==> config.mk <==
export PLATFORM = sky130hd
export DESIGN_NAME = ray_config_bank_flat
export DESIGN_NICKNAME = d
export VERILOG_FILES = /design/src/rtl/ray_config_bank_if.sv /design/src/rtl/ray_config_bank.sv /design/src/flat_wrapper.sv
export SDC_FILE = /design/constraint.sdc
export NUM_CORES = 1
export LEC_CHECK = 0
export BUFFER_PORTS_ARGS = -buffer_cell sky130_fd_sc_hd__clkbuf_2
export CAP_MARGIN = 40
export CORE_UTILIZATION = 35
export CTS_BUF_LIST = sky130_fd_sc_hd__clkbuf_16
export CTS_CLUSTER_DIAMETER = 30
export CTS_CLUSTER_SIZE = 8
export DETAILED_ROUTE_END_ITERATION = 8
export PLACE_DENSITY = 0.5
export SLEW_MARGIN = 20
export SYNTH_ARGS = -nofsm -noshare
export SYNTH_HDL_FRONTEND = slang
export SYNTH_SLANG_ARGS = --single-unit
==> constraint.sdc <==
create_clock -name clk_i -period 3.5 [get_ports clk_i]
set_clock_uncertainty 0.05 [all_clocks]
set_input_delay 0.525 -clock clk_i [delete_from_list [all_inputs] [get_ports clk_i]]
set_output_delay 0.525 -clock clk_i [all_outputs]
set_load 0.1 [all_outputs]
==> src/rtl/ray_config_bank_if.sv <==
// Memory bus between a master and the ray-tracer configuration bank.
// ms_* carries requests to the slave; sm_* returns read responses.
interface ray_config_bank_if #(
  parameter int unsigned AddrWidth = 32,
  parameter int unsigned DataWidth = 24,
  parameter int unsigned IdWidth   = 4
);
  logic [AddrWidth-1:0] ms_address;
  logic [DataWidth-1:0] ms_data;
  logic                 ms_write;
  logic [IdWidth-1:0]   ms_id;
  logic                 ms_valid;
  logic                 ms_taken;
  logic [DataWidth-1:0] sm_data;
  logic [IdWidth-1:0]   sm_id;
  logic                 sm_valid;
  logic                 sm_taken;

  modport master (
    output ms_address, ms_data, ms_write, ms_id, ms_valid, sm_taken,
    input  ms_taken, sm_data, sm_id, sm_valid
  );

  modport slave (
    input  ms_address, ms_data, ms_write, ms_id, ms_valid, sm_taken,
    output ms_taken, sm_data, sm_id, sm_valid
  );
endinterface

==> src/rtl/ray_config_bank.sv <==
// Control/status register bank for NumCores ray-tracer cores: shadowed camera/frame settings
// committed on START, sticky done interrupts and a two-entry read-response FIFO.
module ray_config_bank #(
  parameter int unsigned NumCores      = 2,
  parameter int unsigned PositionWidth = 16,
  parameter int unsigned DataWidth     = 24,
  parameter int unsigned AddressWidth  = 32,
  parameter int unsigned Address       = 0,
  parameter int unsigned BaseWidth     = 8,
  parameter int unsigned IdWidth       = 4
) (
  input  logic                                        clk_i,
  input  logic                                        rst_ni,
  output logic [AddressWidth-1:0]                     material_address_o,
  output logic [AddressWidth-1:0]                     tree_address_o,
  output logic [NumCores-1:0][AddressWidth-1:0]       frame_address_o,
  output logic [NumCores-1:0][2:0][PositionWidth-1:0] camera_q_o,
  output logic [NumCores-1:0][2:0][PositionWidth-1:0] camera_v_o,
  output logic [NumCores-1:0][2:0][PositionWidth-1:0] camera_x_o,
  output logic [NumCores-1:0][2:0][PositionWidth-1:0] camera_y_o,
  output logic [NumCores-1:0][11:0]                   width_o,
  output logic [NumCores-1:0][11:0]                   height_o,
  output logic [NumCores-1:0]                         normalize_o,
  output logic [NumCores-1:0]                         start_o,
  input  logic [NumCores-1:0]                         ready_i,
  input  logic [NumCores-1:0]                         busy_i,
  output logic [NumCores-1:0]                         flush_o,
  output logic [NumCores-1:0]                         reset_rt_o,
  output logic                                        interrupt_o,
  ray_config_bank_if.slave                            bus
);
  localparam int unsigned PageWidth = BaseWidth - 5;
  localparam int unsigned HiWidth   = AddressWidth - 8;
  localparam int unsigned TagWidth  = AddressWidth - BaseWidth;
  localparam logic [TagWidth-1:0] BlockTag = TagWidth'(Address);

  typedef struct packed {
    logic                            norm;
    logic [11:0][PositionWidth-1:0]  cam;
    logic [11:0]                     width;
    logic [11:0]                     height;
    logic [HiWidth-1:0]              frame;
  } core_cfg_t;

  core_cfg_t shadow_q [NumCores];
  core_cfg_t shadow_d [NumCores];
  core_cfg_t active_q [NumCores];
  core_cfg_t active_d [NumCores];

  logic [HiWidth-1:0]  material_q, material_d, tree_q, tree_d;
  logic [NumCores-1:0] irq_q, irq_d, mask_q, mask_d, pending_q, pending_d, last_busy_q;
  logic [NumCores-1:0] start_q, flush_q, reset_rt_q;
  logic [NumCores-1:0] start_req, launch, flush_wr, rt_wr, irq_clr;
  logic                interrupt_q;

  logic [DataWidth-1:0] fifo_data_q [2];
  logic [IdWidth-1:0]   fifo_id_q [2];
  logic                 wr_ptr_q, rd_ptr_q;
  logic [1:0]           count_q;

  logic [PageWidth-1:0] page;
  logic [4:0]           reg_sel;
  logic [3:0]           cam_idx;
  logic                 sel, wr_acc, rd_acc, pop;
  logic [DataWidth-1:0] rdata;

  assign page    = bus.ms_address[BaseWidth-1:5];
  assign reg_sel = bus.ms_address[4:0];
  assign cam_idx = 4'(reg_sel - 5'd1);
  assign sel     = bus.ms_valid && (bus.ms_address[AddressWidth-1:BaseWidth] == BlockTag);
  assign pop     = bus.sm_valid && bus.sm_taken;
  assign wr_acc  = sel && bus.ms_write;
  // A full FIFO can still accept a read when its head is leaving this cycle.
  assign rd_acc  = sel && !bus.ms_write && (count_q != 2'd2 || pop);

  assign bus.ms_taken = wr_acc || rd_acc;
  assign bus.sm_valid = (count_q != 2'd0);
  assign bus.sm_data  = fifo_data_q[rd_ptr_q];
  assign bus.sm_id    = fifo_id_q[rd_ptr_q];

  always_comb begin
    rdata = '0;
    if (page == '0) begin
      case (reg_sel)
        5'h0:    rdata = DataWidth'({ready_i, busy_i});
        5'h1:    rdata = DataWidth'(irq_q);
        5'h2:    rdata = DataWidth'(mask_q);
        5'h3:    rdata = DataWidth'(material_q);
        5'h4:    rdata = DataWidth'(tree_q);
        5'h6:    rdata = DataWidth'(pending_q);
        default: rdata = '0;
      endcase
    end
    for (int k = 0; k < NumCores; k++) begin
      if (page == PageWidth'(k + 1)) begin
        if (reg_sel == 5'h0)                         rdata = DataWidth'(shadow_q[k].norm);
        else if (reg_sel <= 5'hC)                    rdata = DataWidth'(shadow_q[k].cam[cam_idx]);
        else if (reg_sel == 5'hD)                    rdata = DataWidth'(shadow_q[k].width);
        else if (reg_sel == 5'hE)                    rdata = DataWidth'(shadow_q[k].height);
        else if (reg_sel == 5'hF)                    rdata = DataWidth'(shadow_q[k].frame);
      end
    end
  end

  always_comb begin
    shadow_d   = shadow_q;
    material_d = material_q;
    tree_d     = tree_q;
    mask_d     = mask_q;
    start_req  = '0;
    flush_wr   = '0;
    rt_wr      = '0;
    irq_clr    = '0;
    if (wr_acc) begin
      if (page == '0) begin
        case (reg_sel)
          5'h1:    irq_clr    = bus.ms_data[NumCores-1:0];
          5'h2:    mask_d     = bus.ms_data[NumCores-1:0];
          5'h3:    material_d = HiWidth'(bus.ms_data);
          5'h4:    tree_d     = HiWidth'(bus.ms_data);
          5'h5:    start_req  = bus.ms_data[NumCores-1:0];
          default: ;
        endcase
      end
      for (int k = 0; k < NumCores; k++) begin
        if (page == PageWidth'(k + 1)) begin
          if (reg_sel == 5'h0) begin
            shadow_d[k].norm = bus.ms_data[0];
            flush_wr[k]      = bus.ms_data[1];
            rt_wr[k]         = bus.ms_data[2];
          end else if (reg_sel <= 5'hC) begin
            shadow_d[k].cam[cam_idx] = PositionWidth'(bus.ms_data);
          end else if (reg_sel == 5'hD) begin
            shadow_d[k].width = bus.ms_data[11:0];
          end else if (reg_sel == 5'hE) begin
            shadow_d[k].height = bus.ms_data[11:0];
          end else if (reg_sel == 5'hF) begin
            shadow_d[k].frame = HiWidth'(bus.ms_data);
          end
        end
      end
    end
    // A new done event wins over a simultaneous W1C of the same bit.
    irq_d     = (irq_q & ~irq_clr) | (last_busy_q & ~busy_i);
    launch    = (pending_q | start_req) & ~busy_i & ready_i & ~rt_wr;
    pending_d = (pending_q | start_req) & ~launch & ~rt_wr;
    for (int k = 0; k < NumCores; k++) begin
      active_d[k] = launch[k] ? shadow_q[k] : active_q[k];
    end
  end

  always_ff @(posedge clk_i or negedge rst_ni) begin
    if (!rst_ni) begin
      for (int k = 0; k < NumCores; k++) begin
        shadow_q[k] <= '0;
        active_q[k] <= '0;
      end
      material_q  <= '0;
      tree_q      <= '0;
      irq_q       <= '0;
      mask_q      <= '0;
      pending_q   <= '0;
      last_busy_q <= '0;
      start_q     <= '0;
      flush_q     <= '0;
      reset_rt_q  <= '0;
      interrupt_q <= 1'b0;
      fifo_data_q[0] <= '0;
      fifo_data_q[1] <= '0;
      fifo_id_q[0]   <= '0;
      fifo_id_q[1]   <= '0;
      wr_ptr_q    <= 1'b0;
      rd_ptr_q    <= 1'b0;
      count_q     <= 2'd0;
    end else begin
      shadow_q    <= shadow_d;
      active_q    <= active_d;
      material_q  <= material_d;
      tree_q      <= tree_d;
      irq_q       <= irq_d;
      mask_q      <= mask_d;
      pending_q   <= pending_d;
      last_busy_q <= busy_i;
      start_q     <= launch;
      flush_q     <= flush_wr;
      reset_rt_q  <= rt_wr;
      interrupt_q <= |(irq_q & mask_q);
      if (rd_acc) begin
        fifo_data_q[wr_ptr_q] <= rdata;
        fifo_id_q[wr_ptr_q]   <= bus.ms_id;
        wr_ptr_q              <= ~wr_ptr_q;
      end
      if (pop) rd_ptr_q <= ~rd_ptr_q;
      count_q <= count_q + {1'b0, rd_acc} - {1'b0, pop};
    end
  end

  always_comb begin
    for (int k = 0; k < NumCores; k++) begin
      frame_address_o[k] = {active_q[k].frame, 8'h00};
      for (int i = 0; i < 3; i++) begin
        camera_q_o[k][i] = active_q[k].cam[i];
        camera_v_o[k][i] = active_q[k].cam[i + 3];
        camera_x_o[k][i] = active_q[k].cam[i + 6];
        camera_y_o[k][i] = active_q[k].cam[i + 9];
      end
      width_o[k]     = active_q[k].width;
      height_o[k]    = active_q[k].height;
      normalize_o[k] = active_q[k].norm;
    end
  end

  assign material_address_o = {material_q, 8'h00};
  assign tree_address_o     = {tree_q, 8'h00};
  assign start_o            = start_q;
  assign flush_o            = flush_q;
  assign reset_rt_o         = reset_rt_q | {NumCores{~rst_ni}};
  assign interrupt_o        = interrupt_q;
endmodule

==> src/flat_wrapper.sv <==
// flat-port wrapper written by rule: the top's interface ports become plain ports
module ray_config_bank_flat 
#(
  parameter int unsigned NumCores      = 2,
  parameter int unsigned PositionWidth = 16,
  parameter int unsigned DataWidth     = 24,
  parameter int unsigned AddressWidth  = 32,
  parameter int unsigned Address       = 0,
  parameter int unsigned BaseWidth     = 8,
  parameter int unsigned IdWidth       = 4
)
  (clk_i, rst_ni, material_address_o, tree_address_o, frame_address_o, camera_q_o, camera_v_o, camera_x_o, camera_y_o, width_o, height_o, normalize_o, start_o, ready_i, busy_i, flush_o, reset_rt_o, interrupt_o, bus_ms_address, bus_ms_data, bus_ms_write, bus_ms_id, bus_ms_valid, bus_sm_taken, bus_ms_taken, bus_sm_data, bus_sm_id, bus_sm_valid);
  ray_config_bank_if #(.AddrWidth((32)), .DataWidth(DataWidth), .IdWidth(IdWidth)) bus_i ();
  input  logic clk_i;
  input  logic rst_ni;
  output logic [AddressWidth-1:0] material_address_o;
  output logic [AddressWidth-1:0] tree_address_o;
  output logic [NumCores-1:0][AddressWidth-1:0] frame_address_o;
  output logic [NumCores-1:0][2:0][PositionWidth-1:0] camera_q_o;
  output logic [NumCores-1:0][2:0][PositionWidth-1:0] camera_v_o;
  output logic [NumCores-1:0][2:0][PositionWidth-1:0] camera_x_o;
  output logic [NumCores-1:0][2:0][PositionWidth-1:0] camera_y_o;
  output logic [NumCores-1:0][11:0] width_o;
  output logic [NumCores-1:0][11:0] height_o;
  output logic [NumCores-1:0] normalize_o;
  output logic [NumCores-1:0] start_o;
  input  logic [NumCores-1:0] ready_i;
  input  logic [NumCores-1:0] busy_i;
  output logic [NumCores-1:0] flush_o;
  output logic [NumCores-1:0] reset_rt_o;
  output logic interrupt_o;
  input wire logic [$bits(bus_i.ms_address)-1:0] bus_ms_address;
  input wire logic [$bits(bus_i.ms_data)-1:0] bus_ms_data;
  input wire logic [$bits(bus_i.ms_write)-1:0] bus_ms_write;
  input wire logic [$bits(bus_i.ms_id)-1:0] bus_ms_id;
  input wire logic [$bits(bus_i.ms_valid)-1:0] bus_ms_valid;
  input wire logic [$bits(bus_i.sm_taken)-1:0] bus_sm_taken;
  output wire logic [$bits(bus_i.ms_taken)-1:0] bus_ms_taken;
  output wire logic [$bits(bus_i.sm_data)-1:0] bus_sm_data;
  output wire logic [$bits(bus_i.sm_id)-1:0] bus_sm_id;
  output wire logic [$bits(bus_i.sm_valid)-1:0] bus_sm_valid;
  assign bus_i.ms_address = bus_ms_address;
  assign bus_i.ms_data = bus_ms_data;
  assign bus_i.ms_write = bus_ms_write;
  assign bus_i.ms_id = bus_ms_id;
  assign bus_i.ms_valid = bus_ms_valid;
  assign bus_i.sm_taken = bus_sm_taken;
  assign bus_ms_taken = bus_i.ms_taken;
  assign bus_sm_data = bus_i.sm_data;
  assign bus_sm_id = bus_i.sm_id;
  assign bus_sm_valid = bus_i.sm_valid;
  ray_config_bank #(.NumCores(NumCores), .PositionWidth(PositionWidth), .DataWidth(DataWidth), .AddressWidth(AddressWidth), .Address(Address), .BaseWidth(BaseWidth), .IdWidth(IdWidth)) u_core (.clk_i(clk_i), .rst_ni(rst_ni), .material_address_o(material_address_o), .tree_address_o(tree_address_o), .frame_address_o(frame_address_o), .camera_q_o(camera_q_o), .camera_v_o(camera_v_o), .camera_x_o(camera_x_o), .camera_y_o(camera_y_o), .width_o(width_o), .height_o(height_o), .normalize_o(normalize_o), .start_o(start_o), .ready_i(ready_i), .busy_i(busy_i), .flush_o(flush_o), .reset_rt_o(reset_rt_o), .interrupt_o(interrupt_o), .bus(bus_i));
endmodule
[After elaboration in Yosys (flattened, before gate mapping)]
Cells that the tools add are included.
Storage, ports and cells
  register bits after elaboration: 1087
  latch bits: 0
  memory bits (writable): 0
  bits in read-only memories: 0
  bits of input ports: 69
  word-level logic and storage cells: 202
  memories: 0
Operators by class
  $add $sub $neg: 3
  $mul: 0
  divide/modulo/power cells: 0
  magnitude comparators: 6
  equal/unequal tests: 12
  shift-type cells: 0
  mux-type cells: 48
  bitwise operators: 24
  reductions and logical operators: 28
Operators with widths (number)
  $mux 24: 17
  $bwmux 192: 2
  $pmux 24 s6: 1
  $bmux 16 s4: 2
  $demux 16 s4: 1
  $bwmux 48: 1
  $mux 16: 3
  $demux 24 s1: 1
  $logic_not 24->1: 1
  $and 2x2->2: 8
  $mux 2: 8
  $mux 4: 4
  $eq 5x3->1 const B: 3
  $eq 5x4->1 const B: 3
  $reduce_and 3->1: 5
  $reduce_and 7->1: 2
  $reduce_and 6->1: 2
  $eq 5x2->1 const B: 2
  $reduce_and 5->1: 2
  $bwmux 8: 1
  $not 2->2: 4
  $reduce_and 4->1: 2
  $logic_and 1x1->1: 7
  $not 1->1: 7
  22 further kinds: 32

[Depth between registers and ports, before layout]
  depth in word-level cells: 16
  mapped depth: 14
  mapped depth without buffers: 8

[Least setup slack after synthesis]
No wires, ideal clock.
  path type: input to register
  start point: input bus_ms_address[0]
  end point: register u_core.fifo_data_q[12] (netlist name)
  data arrival time: 3954 ps
  required time: 3325 ps
  setup slack: -629 ps
  cell stages on the path: 13
  path buffers: 7
  cell sequence: buf_2 -> buf_2 -> clkinv_1 -> buf_1 -> ha_1 -> buf_2 -> buf_1 -> clkbuf_1 -> buf_1 -> mux4_2 -> a22oi_1 -> nand3_1 -> mux2_2
Between the ends
  longest elaborated chain between the ends: 16
  elaborated cells on any way between the ends: 30
  those cells by class: 1 x add/sub; 1 x order compare; 8 x eq/ne; 19 x mux; 1 x reduce/logical
Ends and longest elaborated chain
  from (decl): line flat_wrapper.sv:32  | input wire logic [$bits(bus_i.ms_address)-1:0] bus_ms_address;
  parallel branches: the longest is 14 deep, another holds $sub 4x1->4
  $mux 24 (*): line ray_config_bank.sv:95  | if (page == PageWidth'(k + 1)) begin
  $bwmux 48 (*): line ray_config_bank.sv:189  | fifo_data_q[wr_ptr_q] <= rdata;
  to (signal, indexed assignment): line ray_config_bank.sv:189
  to (decl): line ray_config_bank.sv:56  | logic [DataWidth-1:0] fifo_data_q [2];
Mark *: on every way between the ends. The select of a mux whose other input is x is not followed.
A chain may end at the register's enable or synchronous reset.

[Worst setup path in the final report]
  start point: register u_core.rd_ptr_q
  end point: output bus_sm_data[11]
Between the ends
  longest elaborated chain between the ends: 4
Ends and longest elaborated chain
  from (decl): line ray_config_bank.sv:58  | logic wr_ptr_q, rd_ptr_q;
  from (signal assigned): line ray_config_bank.sv:193  | if (pop) rd_ptr_q <= ~rd_ptr_q;
  $not 1->2 (not written as such): line ray_config_bank.sv:78  | assign bus.sm_data = fifo_data_q[rd_ptr_q];
  $mux 24 (not written as such) (3 in a row): line ray_config_bank.sv:78
  to (decl): line flat_wrapper.sv:39  | output wire logic [$bits(bus_i.sm_data)-1:0] bus_sm_data;
Every way passes these cells. The select of a mux whose other input is x is not followed.

==> impl_metrics.csv <==
group,metric,value,unit
run_status,status,"finished, final reports clean",
clock_tree,cts_sinks,1087,
logic_synthesis,yosysWarnings,0,
detailed_routing,first_pass_iters,7,
logic_synthesis,syn_area,46070,um2
floorplanning,die_width,364.8,um
detailed_routing,routed_wl,167400,um
power,peakVddDrop,0.4649,mV
logic_synthesis,syn_avg_cell_area,15.22,um2
timing,slew_headroom,40.82,%
clock_tree,clk_pin_slew_worst_paths,0.04,ns
critical_path,critPathSlowestCell,"mux2_2",
critical_path,cp.buffers_inverters,2,
placement,placed_area,52570,um2
placement,dp_hpwl,118000,um
critical_path,path_class,"reg -> out",
detailed_routing,vias,30700,
layout,fillers,11640,
critical_path,setup.worst_path.end_class,"primary output",
worst_hold_path,min_path_type,"in -> reg",
layout,nets,4027,
clock_tree,clockBufferDepth,4,
grt,grt_max_degree,148,
clock_tree,htreeDepth,5,
timing,rsz0062_at_grt,"false",
critical_path,cp-start-kind,"flip-flop",
placement,place_congestion,0.8884,
floorplanning,die_area,133100,um2
floorplanning,coreArea,130000,um2
layout,final_common_cell,"mux2_2",
timing,worst-slew-pin-transition,0.8877,ns
floorplanning,die_height,364.8,um
clock_tree,clock_latency,0.87,ns
placement,io_buffers,635,
critical_path,worstPathMaxFanout,29,
power,p_leak,31.93,nW
grt,grt_antenna_before_repair,8,
detailed_routing,ant_nets,0,
critical_path,rr_startpoint,"u_core.shadow_q[176]",
critical_path,worstPathRequired,2.92,ns
detailed_routing,drtIter0Drc,2033,
logic_synthesis,async_flop_share,100.0,%
layout,post-route-cell-area,62160,um2
timing,fmax,324.1,MHz
timing,finalMaxSlewViolations,0,
logic_synthesis,synth_edf_count,0,
grt,first_global_vias,31930,
layout,drive_gt1_share,59.41,%
logic_synthesis,synth.distinct_cells,67,
detailed_routing,drc,0,
grt,grtUsageTotal,25.01,%
clock_tree,cts_tree,"done",
run,maxCapViolations,0,
grt,grt_overflow,0,
power,powerDensity,636.4,nW/um2
logic_synthesis,yosys_register_bits,1087,
critical_path,cpLargestDelayFamily,"buffers and inverters",
detailed_routing,via_per_inst,5.191,
critical_path,worstSetupStartpoint,"u_core.rd_ptr_q",
layout,areaGrowthSynthToFinish,34.91,%
detailed_routing,drt-wirelength-per-cell,28.30,um
timing,finalHoldViolations,0,
power,report.power.total,0.03955,W
clock_tree,cts_buffers,292,
logic_synthesis,ys_seq_area_share,59.04,%
timing,period_minus_slack,3.085,ns
floorplanning,pin_count,668,
critical_path,path_cells,"buf_4 -> mux2_2 -> clkbuf_2",
layout,final_cell_mix,"mux2_2 (1094), dfrtp_1 (1087), clkbuf_2 (631), clkbuf_16 (297), buf_4 (160)",
floorplanning,start_util,35.45,%
timing,min_period_over_period,88.15,%
floorplanning,row_count,132,
clock_tree,clockRootBuffer,"clkbuf_16",
timing,setup_viol,0,
logic_synthesis,syn_inst,3028,
logic_synthesis,synthFlopType,"dfrtp_1",
critical_path,arrival,2.51,ns
critical_path,crit_path_max_incr_delay,0.49,ns
grt,grt_pass1_wl,236700,um
worst_hold_path,hp-start,"bus_ms_address[6]",
[worst paths after layout]
path	to	slack, ns	cells past startpoint
min in group asynchronous	u_core.camera_q_o[83]	0.17	2
max in group asynchronous	u_core.shadow_q[330]	1.99	3
setup reg to reg	u_core.fifo_data_q[0]	1.05	6
setup / recovery	bus_sm_data[11]	0.41	3
hold / removal	u_core.reset_rt_q[0]	0.07	3
hold reg to reg	u_core.irq_q[0]	0.42	1
[report_power, final]
part	switching, W	total, W	internal [W]	leakage (nW)
clock network	0.00764	0.0254	0.0178	4.73
registers	0.0000142	0.0127	0.0126	15.2
logic	0.00112	0.00151	0.000385	12.0
total	0.00877	0.0396	0.0308	31.9
[timing repair]
action | in CTS | in global routing
endpoints found under the setup margin | 0 | 0
buffers inserted | 0 | 0
resized for setup | 0 | 0
hold buffers | 19 | 0
hold endpoints to repair | 133 | 0
[cell type report]
| type | count | area [um2] | share of cell area [%] |
|---|---|---|---|
| Sequential cell | 1087 | 27200 | 43.76 |
| Multi-Input combinational cell | 1698 | 17820 | 28.67 |
| Clock buffer | 297 | 7432 | 11.96 |
| Timing Repair Buffer | 858 | 5512 | 8.867 |
| Tap cell | 1742 | 2180 | 3.507 |
| Clock inverter | 207 | 1929 | 3.104 |
| Inverter | 14 | 53.80 | 0.08656 |
| Antenna cell | 12 | 30.03 | 0.04831 |
[cells in the mapped netlist (23+ instances only)]
cell      instances  area [um2]
clkbuf_1        102       382.9
buf_2           100       500.5
dfrtp_1        1087       27200
nand3_1          30       150.1
nor3_1           42       210.2
a22oi_1          54       405.4
mux2_2         1094       12320
buf_4            34       255.2
nor2_1           45       168.9
mux2i_1          38       380.4
buf_1            23       86.33
nand2_1          29       108.9
a21oi_1          28       140.1
mux4_2           89        2004
[metal layers]
metal  share of wire (%)  track usage (%)
met5               0.014                0
met4                 2.9            9.021
met3                 5.8            5.888
met2                  48            39.76
met1                  43            33.23
[registers in the layout (all words and copies together), names as in the netlist, 2 cells and up]
register                cells
u_core.shadow_q           482
u_core.camera_q_o          96
u_core.camera_v_o          96
u_core.camera_x_o          96
u_core.camera_y_o          96
u_core.fifo_data_q         48
u_core.frame_address_o     48
u_core.height_o            24
u_core.material_q          24
u_core.tree_q              24
u_core.width_o             24
u_core.fifo_id_q            8
u_core.count_q              2
u_core.flush_o              2
u_core.irq_q                2
u_core.last_busy_q          2
u_core.mask_q               2
u_core.normalize_o          2
u_core.pending_q            2
u_core.reset_rt_q           2
u_core.start_o              2
[worst register-to-register path, stage by stage, from the launching register on]
cell      delay [ns]
dfrtp_1         0.41
mux4_2          0.58
a21boi_0        0.17
a211oi_1        0.46
buf_4           0.21
o311ai_0        0.15
mux2_2          0.31
[metrics by stage]
| stage | worst slack, ns | hold slack [ns] | cells | setup TNS, ns | utilization [%] |
|---|---|---|---|---|---|
| after floorplan | 0.04329 | 0.1794 | 3059 | 0 | - |
| after global placement | -0.1865 | 0.4082 | 5374 | -20.23 | 40.35 |
| after detailed placement | -0.06082 | 0.4089 | 5380 | -0.1269 | 40.45 |
| after CTS | 0.3418 | 0.001118 | 5903 | 0 | 47.80 |
| after global routing | 0.3389 | 0.04852 | 5905 | 0 | 47.80 |
| final | 0.4148 | 0.07314 | 5915 | 0 | 47.82 |
[cell families (layout without fill, tap and decap cells)]
group | after synthesis | count (layout) | synth area share, %
AND/OR/NAND/NOR | 234 | 234 | 2.830
multiplexers | 1221 | 1221 | 31.91
buffers and inverters | 274 | 1376 | 2.784
flip-flops | 1087 | 1087 | 59.04
AO/OA/AOI/OAI | 199 | 199 | 3.139
adder cells (fa/ha/maj) | 7 | 7 | 0.1901
other | 1 | 44 | 0.008139
XOR/XNOR | 5 | 5 | 0.09507
Note: power is estimated with default switching activity, not from simulation.
